File: src/rtl/mirror_display_scan.sv
// mirror_display_scan
//   Shows one of CHANNELS packed data channels on a registered display.
//   In manual mode the channel follows sel. Out-of-range sel values are
//   ignored. In auto-scan mode the channel advances after DWELL cycles, or
//   at once on next_pulse. hold freezes all state.
//
// Ports
//   clk          sole clock, rising edge
//   rst_n        synchronous active-low reset
//   data_in      packed channels, channel k = data_in[k*WIDTH +: WIDTH]
//   sel          manual channel select
//   mode         0 = manual, 1 = auto-scan
//   next_pulse   single-cycle request to advance one channel (auto only)
//   hold         freezes display, chan and dwell counter while high
//   display      registered value of the current channel
//   chan         index of the channel on display
//   chan_changed one-cycle pulse coincident with a change of chan
module mirror_display_scan #(
    parameter int WIDTH    = 8,
    parameter int CHANNELS = 4,
    parameter int SEL_W    = 2,
    parameter int DWELL    = 100000000
) (
    input  logic                      clk,
    input  logic                      rst_n,
    input  logic [CHANNELS*WIDTH-1:0] data_in,
    input  logic [SEL_W-1:0]          sel,
    input  logic                      mode,
    input  logic                      next_pulse,
    input  logic                      hold,
    output logic [WIDTH-1:0]          display,
    output logic [SEL_W-1:0]          chan,
    output logic                      chan_changed
);

    localparam int               CNT_W    = (DWELL > 1) ? $clog2(DWELL) : 1;
    localparam logic [SEL_W:0]   NUM_CH   = (SEL_W + 1)'(CHANNELS);
    localparam logic [SEL_W-1:0] LAST_CH  = SEL_W'(CHANNELS - 1);
    localparam logic [CNT_W-1:0] LAST_CNT = CNT_W'(DWELL - 1);

    logic [WIDTH-1:0] ch_data [CHANNELS];
    logic [SEL_W-1:0] chan_next;
    logic [CNT_W-1:0] cnt;
    logic [CNT_W-1:0] cnt_next;

    always_comb begin
        for (int unsigned k = 0; k < CHANNELS; k++) begin
            ch_data[k] = data_in[k*WIDTH +: WIDTH];
        end
    end

    // Manual mode parks the dwell counter at 0. A manual-to-auto switch
    // therefore starts a fresh dwell on the channel already shown.
    // next_pulse and dwell expiry share one advance path. When both happen
    // in the same cycle, the channel moves by a single step.
    always_comb begin
        chan_next = chan;
        cnt_next  = '0;
        if (!mode) begin
            if ({1'b0, sel} < NUM_CH) begin
                chan_next = sel;
            end
        end else if (next_pulse || (cnt == LAST_CNT)) begin
            chan_next = (chan == LAST_CH) ? '0 : chan + 1'b1;
        end else begin
            cnt_next = cnt + 1'b1;
        end
    end

    always_ff @(posedge clk) begin
        if (!rst_n) begin
            display      <= '0;
            chan         <= '0;
            cnt          <= '0;
            chan_changed <= 1'b0;
        end else if (!hold) begin
            display      <= ch_data[chan_next];
            chan         <= chan_next;
            cnt          <= cnt_next;
            chan_changed <= (chan_next != chan);
        end else begin
            chan_changed <= 1'b0;
        end
    end

endmodule
File: config.mk
export PLATFORM = sky130hd
export DESIGN_NAME = mirror_display_scan
export DESIGN_NICKNAME = d
export VERILOG_FILES = /design/src/rtl/mirror_display_scan.sv
export SDC_FILE = /design/constraint.sdc
export NUM_CORES = 1
export LEC_CHECK = 0
export BUFFER_PORTS_ARGS = -buffer_cell sky130_fd_sc_hd__buf_2
export CAP_MARGIN = 20
export CORE_MARGIN = 3
export CORE_UTILIZATION = 38
export DETAILED_ROUTE_END_ITERATION = 8
export GPL_ROUTABILITY_DRIVEN = 1
export PLACE_DENSITY_LB_ADDON = 0.3
export SLEW_MARGIN = 40
export SYNTH_ARGS = -nofsm -noshare
export SYNTH_HDL_FRONTEND = slang
export SYNTH_SLANG_ARGS = --single-unit
File: constraint.sdc
create_clock -name clk -period 2.75 [get_ports clk]
set_clock_uncertainty 0.1 [all_clocks]
set_input_delay 0.55 -clock clk [delete_from_list [all_inputs] [get_ports clk]]
set_output_delay 0.55 -clock clk [all_outputs]
set_load 0.005 [all_outputs]
### Word level (Yosys, flattened, before mapping)

Cells that the tools add are included.

| operators by class | value |
|---|---|
| add/sub/neg operators | 2 |
| order comparisons | 1 |
| equal/unequal tests | 3 |
| muxes and demuxes | 8 |
| bitwise logic cells | 2 |
| reductions and logical operators | 2 |

Operator list:

| operator | count |
|---|---|
| $mux W27 | 2 |
| $add A27 B1 Y27 const B | 1 |
| $eq A27 B27 Y1 const B | 1 |
| $bmux W8 S2 | 1 |
| $mux W8 | 2 |
| $mux W2 | 3 |
| $ge A3 B3 Y1 const B | 1 |
| $not A2 Y3 | 1 |
| $add A2 B1 Y2 const B | 1 |
| $eq A2 B2 Y1 const B | 1 |
| $ne A2 B2 Y1 | 1 |
| $reduce_or A2 Y1 | 1 |
| $logic_or A1 B1 Y1 | 1 |
| $not A1 Y1 | 1 |

| word-level totals | value |
|---|---|
| register bits after elaboration | 38 |
| input port bits | 39 |
| output and inout bits | 11 |
| logic and storage cells | 22 |

### Logic depth before layout (Yosys ltp)

Gate-level depths: netlist of the first run.

| depth | value |
|---|---|
| depth after elaboration | 8 |
| depth in mapped cells | 9 |
| depth with buffers taken out | 7 |

### Worst setup path after synthesis of the first run

Ideal clock, no wire load.

| timing path | value |
|---|---|
| path kind | reg-to-reg |
| start point | reg cnt[0] |
| end point | reg display[0] |
| setup time | 0.136 ns |
| arrival time | 2.106 ns |
| data required time | 2.514 ns |
| path slack | 0.408 ns |
| stages on the path, launching flop included | 10 |
| path buffers | 2 |
| period minus slack after synthesis | 2.342 ns |
| cells stage by stage | dfxtp_1 > ha_1 > nand3_1 > or4_4 > o21a_4 > o221ai_2 > buf_6 > buf_12 > mux2i_1 > o221ai_1 |

| on the way | value |
|---|---|
| cells in the longest elaborated chain, start to end | 8 |

RTL lines:

| item | line | text |
|---|---|---|
| start, declared | 43 | `logic [CNT_W-1:0] cnt;` |
| start signal, assigned | 79 | `cnt <= cnt_next;` |
| $eq A27 B27 Y1 | 63 | `end else if (next_pulse \|\| (cnt == LAST_CNT)) begin` |
| $logic_or A1 B1 Y1 | 63 |  |
| $mux W2 | 63 |  |
| $mux W2 | 59 | `if (!mode) begin` |
| $not A2 Y3 (implied by the code) | 77 | `display <= ch_data[chan_next];` |
| $bmux W8 S2 | 77 |  |
| $mux W8 (implied by the code) (2 in a row) | 77 |  |
| end signal, assigned | 77 |  |
| end, declared | 31 | `output logic [WIDTH-1:0] display,` |

No other way between the ends. The select of a mux whose other input is x is not followed.
A chain may end at the register's enable or synchronous reset.

### Final worst setup path of the first run

| timing path | value |
|---|---|
| start point | reg cnt[0] |
| end point | reg display[1] |

The elaborated chain is that of the path after synthesis.

==> summary.txt, run 1 <==
Run status
  • Status: finished, final reports clean

Power and ir drop
  • Static Leakage: 0.9609 nW
  • Peak supply drop: 0.2277 mV
  • Internal: 0.8465 mW
  • Flop pwr share: 0.516
  • Sw Ratio: 0.2406
  • NetSw: 0.2682 mW
  • Comb power frac: 0.132
  • Clock share of power: 0.351
  • Power per cell area: 468.6 nW/um2

Yosys
  • Synthesis-stage register bit count: 38
  • Post-synth EDFFs: 0
  • Register area share after synthesis: 0.3890
  • Syn. warnings: 0
  • Yosys top cell area share: 0.3890
  • Synth cell types: 41
  • Mapped Area: 1956 um2
  • Synth area leader: dfxtp_1
  • Asr flop ratio synth: 0
  • Post-synthesis cell count: 215
  • Syn Area/Cell: 9.096 um2
  • Synth Net Count: 256
  • Largest cells by area after synthesis: dfxtp_1 39%, mux2i_1 8.2%, xor2_1 6.7%
  • Synth Flop Type: dfxtp_1

Worst setup path
  • Worst R2R Start: cnt[0]
  • Arrival time worst endpoint: 2.50 ns
  • Critical Path RT: 2.81 ns
  • R2r endpoint: display[1]
  • R2R cell count: 8
  • Startpoint types: flop
  • Crit-path max FO: 18
  • Crit path capture type: flop
  • Critical path class: flop to flop
  • Setup slack, reg-to-reg: 0.30 ns

Cells and area
  • # nets final: 309
  • Fraction of layout cells with a size suffix above 1: 0.2602
  • N_diodes: 0
  • Synth-to-Final Area Change: 21.62%

Timing
  • Hold Violations, Final: 0
  • Final min period: 2.446 ns
  • Slew Limit Fails: 0
  • Highest clock rate: 408.9 MHz
  • Final critical-path setup slack: 0.3044 ns
  • Max-slew headroom: 0.7406
  • Unrepaired setup endpoints after global routing: no
  • Setup TNS Final: 0 ns
  • Period utilization: 0.8893
  • Final setup viols: 0
  • Slew @ Worst Pin: 0.3856 ns

Clock network
  • H-tree depth: 2
  • Hold_buf cts: 0
  • Clk sinks: 38
  • CTS buffer count: 5
  • CTS max path bufs: 2
  • Worst-Skew Late Latency: 0.29 ns
  • Clk slew on worst S/H paths: 0.07 ns
  • Post-cts sizing count: 0
  • CTS tree: yes
  • Post-CTS Repair Setup Buffers: 0
  • Root Driver: clkbuf_8

Min path
  • Worst-case hold path end point: cnt[1]
  • Hold Path Stages: 2
  • Hold wc startpoint: cnt[1]
  • Tightest Hold Check Type: flop to flop

Routing
  • Drt first pass iters: 4
  • Vias: 1701
  • Vias per std cell: 5.063
  • Drc violations: 0
  • Met3 WL: 131 um
  • Initial DRC count: 56
  • DR WL met2: 1.997 mm
  • Antenna Nets Post-Route: 0
  • Final WL: 4.215 mm
  • WL/cell: 12.54 um
  • Metal-1 WL: 2.024 mm
  • Max layer used: met4

Die
  • Die W: 77.74 um
  • Initial Util: 0.4034
  • Std cell rows: 25
  • Vert. Die Dim: 77.74 um
  • Die area: 6044 um2
  • Io pins: 50
  • Core area: 4848 um2

Placement
  • # port buffers: 49
  • Pre-CTS WS: 0.3151 ns
  • GP Congestion: 0.8213
  • Post-DP HPWL: 3.151 mm

Global routing
  • Number of global-route vias before repair: 1552
  • Global Route Usage Sum: 0.1411
  • Global route overflow: 0
  • First-pass GRT wire length: 6.913 mm
  • Initial antenna violation count: 0
  • Largest net degree at the start of global routing: 27

Job
  • Max-cap violation count: 0
## power groups by stage
stage | Sequential (mW) | Clock, mW | Combinational, mW
floorplan | 0.589 | 0 | 0.0901
global placement | 0.588 | 0 | 0.148
detailed placement | 0.589 | 0 | 0.148
CTS | 0.576 | 0.411 | 0.149
global route | 0.578 | 0.432 | 0.163
finish | 0.576 | 0.392 | 0.147
## cell families (layout without fill, tap and decap cells)
family / count (synthesis) / after routing / share of synthesized area
AOI/OAI and AO/OA: 23 / 23 / 0.09981
xor gates and xnor gates: 26 / 26 / 0.1164
adders and majority gates: 2 / 2 / 0.01279
buffers and inverters: 14 / 68 / 0.04414
DFF: 38 / 38 / 0.3890
muxes: 16 / 16 / 0.08189
and+or+nand+nor: 96 / 96 / 0.2559
## cell usage in the layout, fill, tap and decap left out, types with 2 or more instances in the layout
| master | instances |
|---|---|
| o221ai_1 | 8 |
| a21oi_1 | 3 |
| nand2_1 | 12 |
| nor2_1 | 33 |
| dfxtp_1 | 38 |
| and2_1 | 3 |
| mux2i_1 | 16 |
| inv_1 | 5 |
| buf_4 | 4 |
| o21ai_0 | 4 |
| nor4_1 | 3 |
| nand3_1 | 12 |
| buf_2 | 49 |
| nand2b_1 | 3 |
| nand4_1 | 11 |
| nor2b_1 | 2 |
| buf_12 | 2 |
| xor2_1 | 15 |
| nor3_1 | 3 |
| ha_1 | 2 |
| xnor2_1 | 11 |
| nand3b_1 | 2 |
| clkbuf_8 | 6 |
| nand4b_1 | 3 |
## Yosys cell counts, drive strengths merged, types with 3 or more instances
cell / count
nor3: 3
dfxtp: 38
o221ai: 9
nor4: 3
a21oi: 3
buf: 5
clkbuf: 4
inv: 5
o21ai: 5
nand4b: 3
nand2: 12
nand2b: 3
and2: 3
mux2i: 16
nor2: 33
nand4: 12
xor2: 15
xnor2: 11
nand3: 12
## per-layer routing
layer  vias to the layer above  track usage
met5                         -            0
met4                         0      0.05338
met3                         7      0.03248
met2                        24       0.2192
met1                       798       0.1892
li1                        872            -
## state kept, by name, summed over array words and instances, names as in the netlist
signal        cells
chan              2
chan_changed      1
cnt              27
display           8
## worst max-delay path by stage
stage | startpoint | to | slack, ns | depth (start not counted)
6_report | cnt[0] | display[1] | 0.30 | 8
5_1_grt | cnt[0] | display[1] | 0.13 | 7
4_1_cts | cnt[0] | display[1] | 0.30 | 8
3_5_place_dp | cnt[0] | display[1] | 0.32 | 8
3_3_place_gp | cnt[0] | display[5] | 0.32 | 8
2_1_floorplan | cnt[0] | display[0] | 0.41 | 9
## metrics by stage
| stage | instance area, um2 | total power [mW] | util | instances | hold slack, ns |
|---|---|---|---|---|---|
| after floorplan | 1956 | 0.6793 | - | 215 | 0.3627 |
| after global placement | 2287 | 0.7367 | 0.4717 | 328 | 0.3735 |
| after detailed placement | 2287 | 0.7370 | 0.4717 | 328 | 0.3808 |
| after CTS | 2379 | 1.136 | 0.4906 | 336 | 0.3956 |
| after global routing | 2379 | 1.173 | 0.4906 | 336 | 0.4312 |
| final | 2379 | 1.115 | 0.4906 | 336 | 0.3902 |
## area by class of cell
cell class	instances	area, um2
Clock buffer	7	86.33
Clock inverter	1	5.005
Fill cell	477	2470
Inverter	5	18.77
Multi-Input combinational cell	163	1109
Sequential cell	38	760.7
Tap cell	67	83.83
Timing Repair Buffer	55	315.3
## critical path, cell delays in order, from the launching register on
cell and delay, ns:
dfxtp_1 0.37, ha_1 0.19, nand3_1 0.11, or4_4 0.56, o21a_4 0.23, o221ai_2 0.20
buf_12 0.21, mux2i_1 0.22, o221ai_1 0.13
Note: power is estimated with default switching activity, not from simulation.
==> run 2, diff against run 1 <==
--- a/config.mk
+++ b/config.mk
@@ -11,7 +11,6 @@
 export CORE_UTILIZATION = 38
 export DETAILED_ROUTE_END_ITERATION = 8
 export GPL_ROUTABILITY_DRIVEN = 1
-export PLACE_DENSITY_LB_ADDON = 0.3
 export SLEW_MARGIN = 40
 export SYNTH_ARGS = -nofsm -noshare
 export SYNTH_HDL_FRONTEND = slang
==> constraint.sdc (replaced) <==
create_clock -name clk -period 2.68 [get_ports clk]
set_clock_uncertainty 0.1 [all_clocks]
set_input_delay 0.536 -clock clk [delete_from_list [all_inputs] [get_ports clk]]
set_output_delay 0.536 -clock clk [all_outputs]
set_load 0.005 [all_outputs]
==> run 2 against run 1 <==
  * Setup slack lost 0.092 ns
  * First-iteration DRC count grew 77%
  * Worst hold slack gained 0.0017 ns
  * Clock power grew 5%
  * Critical path type unchanged
  * Largest power group unchanged
==> summary.txt, run 2 (same netlist as run 1, synthesis figures left out) <==
Run status
  • Status: finished, final reports clean

Worst setup path
  • R2r endpoint: display[1]
  • Worst R2R Start: cnt[0]
  • Critical path class: flop to flop
  • Setup slack, reg-to-reg: 0.21 ns
  • Critical Path RT: 2.79 ns
  • R2R cell count: 7
  • Crit path capture type: flop
  • Arrival time worst endpoint: 2.57 ns
  • Startpoint types: flop
  • Crit-path max FO: 8

Timing
  • Highest clock rate: 405.2 MHz
  • Final setup viols: 0
  • Unrepaired setup endpoints after global routing: no
  • Slew Limit Fails: 0
  • Hold Violations, Final: 0
  • Final min period: 2.468 ns
  • Max-slew headroom: 0.6153
  • Slew @ Worst Pin: 0.5719 ns
  • Period utilization: 0.9208
  • Setup TNS Final: 0 ns

Placement
  • # port buffers: 49
  • Post-DP HPWL: 3.283 mm
  • GP Congestion: 0.8087
  • Inst Count DP: 328

Routing
  • Vias per std cell: 5.045
  • Antenna Nets Post-Route: 0
  • Drt first pass iters: 7
  • Vias: 1695
  • Final WL: 4.479 mm
  • Initial DRC count: 99
  • Drc violations: 0
  • WL/cell: 13.33 um

Cells and area
  • Max FFs per register: 27
  • Top Registers: cnt: 27 flops, display: 8 flops, chan: 2 flops
  • Most frequent cells in the layout: 49 x buf_2, 38 x dfxtp_1, 33 x nor2_1, 16 x mux2i_1, 15 x xor2_1
  • # nets final: 309
  • Final Non-Filler Cells: 336
  • Fill cell count: 468
  • Biggest register: cnt
  • Fraction of layout cells with a size suffix above 1: 0.2602
  • N_diodes: 0
  • Synth-to-Final Area Change: 21.62%
  • Most common cell after layout, fill and taps aside: buf_2

Die
  • Io pins: 50
  • Std cell rows: 25
  • Core area: 4848 um2
  • Initial Util: 0.4034
  • Vert. Die Dim: 77.74 um
  • Die W: 77.74 um
  • Die area: 6044 um2

Clock network
  • Clk sinks: 38
  • Worst-Skew Late Latency: 0.29 ns
  • CTS max path bufs: 2
  • CTS buffer count: 5
  • Root Driver: clkbuf_8
  • Post-cts sizing count: 0
  • Clk slew on worst S/H paths: 0.07 ns
  • Post-CTS Repair Setup Buffers: 0
  • H-tree depth: 2
  • CTS tree: yes
  • Hold_buf cts: 0

Global routing
  • GR Util met3: 0.03248
  • Initial antenna violation count: 0
  • Met2 GRT Util: 0.2320
  • First-pass GRT wire length: 7.403 mm
  • Global Route Usage Sum: 0.1525
  • Global route overflow: 0
  • Number of global-route vias before repair: 1598
  • Top Usage Layer GRT: met2
  • Largest net degree at the start of global routing: 27
  • GR Util met1: 0.2056

Min path
  • Worst-case hold path end point: display[6]
  • Hold Path Stages: 2
  • Hold wc startpoint: display[6]
  • Tightest Hold Check Type: flop to flop

Power and ir drop
  • Static Leakage: 0.9609 nW
  • Power per cell area: 484.9 nW/um2
  • Peak supply drop: 0.3261 mV

Job
  • Max-cap violation count: 0
==> run 2: final cells by class <==
cell class | instances | area [um2] | share of cell area
Multi-Input combinational cell | 163 | 1109 | 0.4661
Sequential cell | 38 | 760.7 | 0.3198
Timing Repair Buffer | 55 | 315.3 | 0.1326
Clock buffer | 7 | 86.33 | 0.03630
Tap cell | 67 | 83.83 | 0.03524
Inverter | 5 | 18.77 | 0.007891
Clock inverter | 1 | 5.005 | 0.002104
==> run 2: routing by layer <==
metal,part of all wire,wire (um)
met2,0.47,2110
met3,0.034,153
met5,0,0
met4,0.019,87
met1,0.48,2129
==> run 2: report_power, final <==
| part | internal (mW) | total [mW] | leakage (nW) | switching, mW |
|---|---|---|---|---|
| Clock | 0.208 | 0.411 | 0.0482 | 0.203 |
| Combinational | 0.0802 | 0.151 | 0.604 | 0.0711 |
| Sequential | 0.581 | 0.591 | 0.308 | 0.0105 |
| Total | 0.869 | 1.15 | 0.961 | 0.285 |
==> run 2: worst max-delay path by stage <==
stage / from / end / slack (ns) / cells after the start
6_report: cnt[0] / display[1] / 0.21 / 7
5_1_grt: cnt[0] / display[1] / 0.01 / 7
4_1_cts: cnt[0] / display[6] / 0.19 / 8
3_5_place_dp: cnt[0] / display[6] / 0.23 / 8
3_3_place_gp: cnt[0] / display[6] / 0.28 / 8
2_1_floorplan: cnt[0] / display[0] / 0.34 / 9
==> run 2: per-stage QoR <==
| step | setup WS, ns | total power [mW] | util | hold slack [ns] | cell area, um2 |
|---|---|---|---|---|---|
| detailed placement | 0.2315 | 0.7569 | 0.4717 | 0.3793 | 2287 |
| global placement | 0.2827 | 0.7569 | 0.4717 | 0.3705 | 2287 |
| floorplan | 0.3382 | 0.6970 | - | 0.3627 | 1956 |
| CTS | 0.1941 | 1.162 | 0.4906 | 0.3966 | 2379 |
| finish | 0.2123 | 1.153 | 0.4906 | 0.3919 | 2379 |
| global route | 0.01385 | 1.208 | 0.4906 | 0.4354 | 2379 |
==> run 2: critical path, stage by stage, from the launching register on <==
cell       delay, ns
dfxtp_1         0.37
ha_1            0.20
nand3_1         0.11
or4_4           0.56
o2111ai_1       0.25
o211a_4         0.22
nand3b_1        0.29
o221ai_1        0.30
==> run 3, diff against run 2 <==
--- a/config.mk
+++ b/config.mk
@@ -7,7 +7,7 @@
 export LEC_CHECK = 0
 export BUFFER_PORTS_ARGS = -buffer_cell sky130_fd_sc_hd__buf_2
 export CAP_MARGIN = 20
-export CORE_MARGIN = 3
+export CORE_MARGIN = 2
 export CORE_UTILIZATION = 38
 export DETAILED_ROUTE_END_ITERATION = 8
 export GPL_ROUTABILITY_DRIVEN = 1
==> run 3 against run 2 <==
  * Die area is 5.1% lower
  * Worst hold slack better by 0.012 ns
  * Sequential cell count unchanged
  * Final cell count rose by 0.89%
  * Fmax up 0.74%
  * Routed wire length shrank 5.4%
  * Critical endpoint unchanged
==> summary.txt, run 3 (same netlist as run 1, synthesis figures left out) <==
Timing
  • Period utilization: 0.9140
  • Hold Violations, Final: 0
  • Setup TNS Final: 0 ns
  • Final min period: 2.449 ns
  • Final setup viols: 0
  • Highest clock rate: 408.3 MHz
  • Slew @ Worst Pin: 0.3992 ns
  • Unrepaired setup endpoints after global routing: no
  • Slew Limit Fails: 0
  • Max-slew headroom: 0.7318

Worst setup path
  • R2r endpoint: display[1]
  • Worst Setup SP: cnt[0]
  • Crit path capture type: flop
  • Critical path class: flop to flop
  • Worst R2R Start: cnt[0]
  • R2R cell count: 8
  • Startpoint types: flop
  • Critical Path RT: 2.75 ns
  • Setup slack, reg-to-reg: 0.23 ns
  • CP endpoint: display[1]
  • Arrival time worst endpoint: 2.52 ns
  • Crit-path max FO: 18

Cells and area
  • Synth-to-Final Area Change: 21.82%
  • Register area: 760.7 um2
  • Biggest register: cnt
  • Fraction of layout cells with a size suffix above 1: 0.2602
  • Multi-input gate area: 1109 um2
  • Max FFs per register: 27
  • # nets final: 309
  • Most common cell after layout, fill and taps aside: buf_2
  • Fill cell count: 511
  • Most frequent cells in the layout: 49 x buf_2, 38 x dfxtp_1, 33 x nor2_1, 16 x mux2i_1, 15 x xor2_1
  • N_diodes: 0
  • Top Registers: cnt: 27 flops, display: 8 flops, chan: 2 flops
  • Final Non-Filler Cells: 339
  • Post-layout util: 0.4725

Clock network
  • Root Driver: clkbuf_8
  • Post-cts sizing count: 0
  • Post-CTS Repair Setup Buffers: 0
  • CTS max path bufs: 2
  • CTS tree: yes
  • Clk slew on worst S/H paths: 0.08 ns
  • H-tree depth: 2
  • CTS buffer count: 5
  • Clk sinks: 38
  • Worst-Skew Late Latency: 0.29 ns
  • Hold_buf cts: 0

Routing
  • Drt first pass iters: 4
  • Drc violations: 0
  • Vias: 1675
  • Antenna Nets Post-Route: 0
  • Initial DRC count: 83
  • Vias per std cell: 4.941
  • Final WL: 4.237 mm
  • WL/cell: 12.50 um

Power and ir drop
  • Power per cell area: 486.9 nW/um2
  • Internal: 0.8686 mW
  • Comb power frac: 0.130
  • Peak supply drop: 0.1830 mV
  • NetSw: 0.2913 mW
  • Sw Ratio: 0.2511
  • Static Leakage: 0.9622 nW
  • Clock share of power: 0.361
  • Final total power: 1.160 mW
  • Flop pwr share: 0.510

Global routing
  • Number of global-route vias before repair: 1474
  • Initial antenna violation count: 0
  • Global route overflow: 0
  • First-pass GRT wire length: 6.762 mm
  • Global Route Usage Sum: 0.1554
  • Largest net degree at the start of global routing: 27

Die
  • Initial Util: 0.3878
  • Io pins: 50
  • Core area: 5042 um2
  • Die W: 75.74 um
  • Std cell rows: 26
  • Die area: 5737 um2
  • Vert. Die Dim: 75.74 um

Placement
  • Post-DP HPWL: 3.056 mm
  • Inst Count DP: 331
  • # port buffers: 49
  • GP Congestion: 0.7410

Min path
  • Tightest Hold Check Type: flop to flop

Run status
  • Status: finished, final reports clean

Job
  • Max-cap violation count: 0
run 3: cell counts in the layout (fill, tap and decap cells not counted):
Identical to the previous run, type by type.
run 3: worst min path at each step:
stage / start / to / slack [ns] / cells past startpoint
6_report: cnt[1] / cnt[1] / 0.40 / 2
5_1_grt: display[0] / display[0] / 0.43 / 2
4_1_cts: display[6] / display[6] / 0.40 / 2
3_5_place_dp: display[6] / display[6] / 0.38 / 2
3_3_place_gp: display[3] / display[3] / 0.38 / 2
2_1_floorplan: cnt[1] / cnt[1] / 0.36 / 2
run 3: worst max-delay path, stage by stage, from the launching register on:
cell and delay, ns:
dfxtp_1 0.37, ha_1 0.19, nand3_1 0.12, or4_4 0.55
o21a_4 0.22, o221ai_2 0.20, buf_12 0.21, mux2i_1 0.22
o221ai_1 0.13
run 3: layout make-up:
class | instances | area share
Clock buffer | 7 | 0.03624
Clock inverter | 1 | 0.002101
Inverter | 5 | 0.007878
Multi-Input combinational cell | 163 | 0.4653
Sequential cell | 38 | 0.3193
Tap cell | 70 | 0.03676
Timing Repair Buffer | 55 | 0.1324
run 3: per-layer routing:
layer | global-route usage | up-vias | share of wire
met5 | 0 | - | 0
met4 | 0.07602 | 0 | 0.016
met3 | 0.03175 | 6 | 0.031
met2 | 0.2443 | 27 | 0.47
met1 | 0.2023 | 770 | 0.48
li1 | - | 872 | -
run 3: stage by stage:
step	hold slack, ns	area (um2)	setup WS [ns]
floorplan	0.3627	1956	0.3382
global placement	0.3815	2291	0.2612
detailed placement	0.3814	2291	0.2200
CTS	0.4015	2382	0.2108
global route	0.4292	2382	0.04487
finish	0.4035	2382	0.2305
run 3: power groups by stage:
stage / clock network, mW / registers, mW / logic (mW)
floorplan: 0 / 0.605 / 0.0924
global placement: 0 / 0.604 / 0.151
detailed placement: 0 / 0.604 / 0.152
CTS: 0.426 / 0.591 / 0.152
global route: 0.448 / 0.594 / 0.167
finish: 0.418 / 0.591 / 0.150
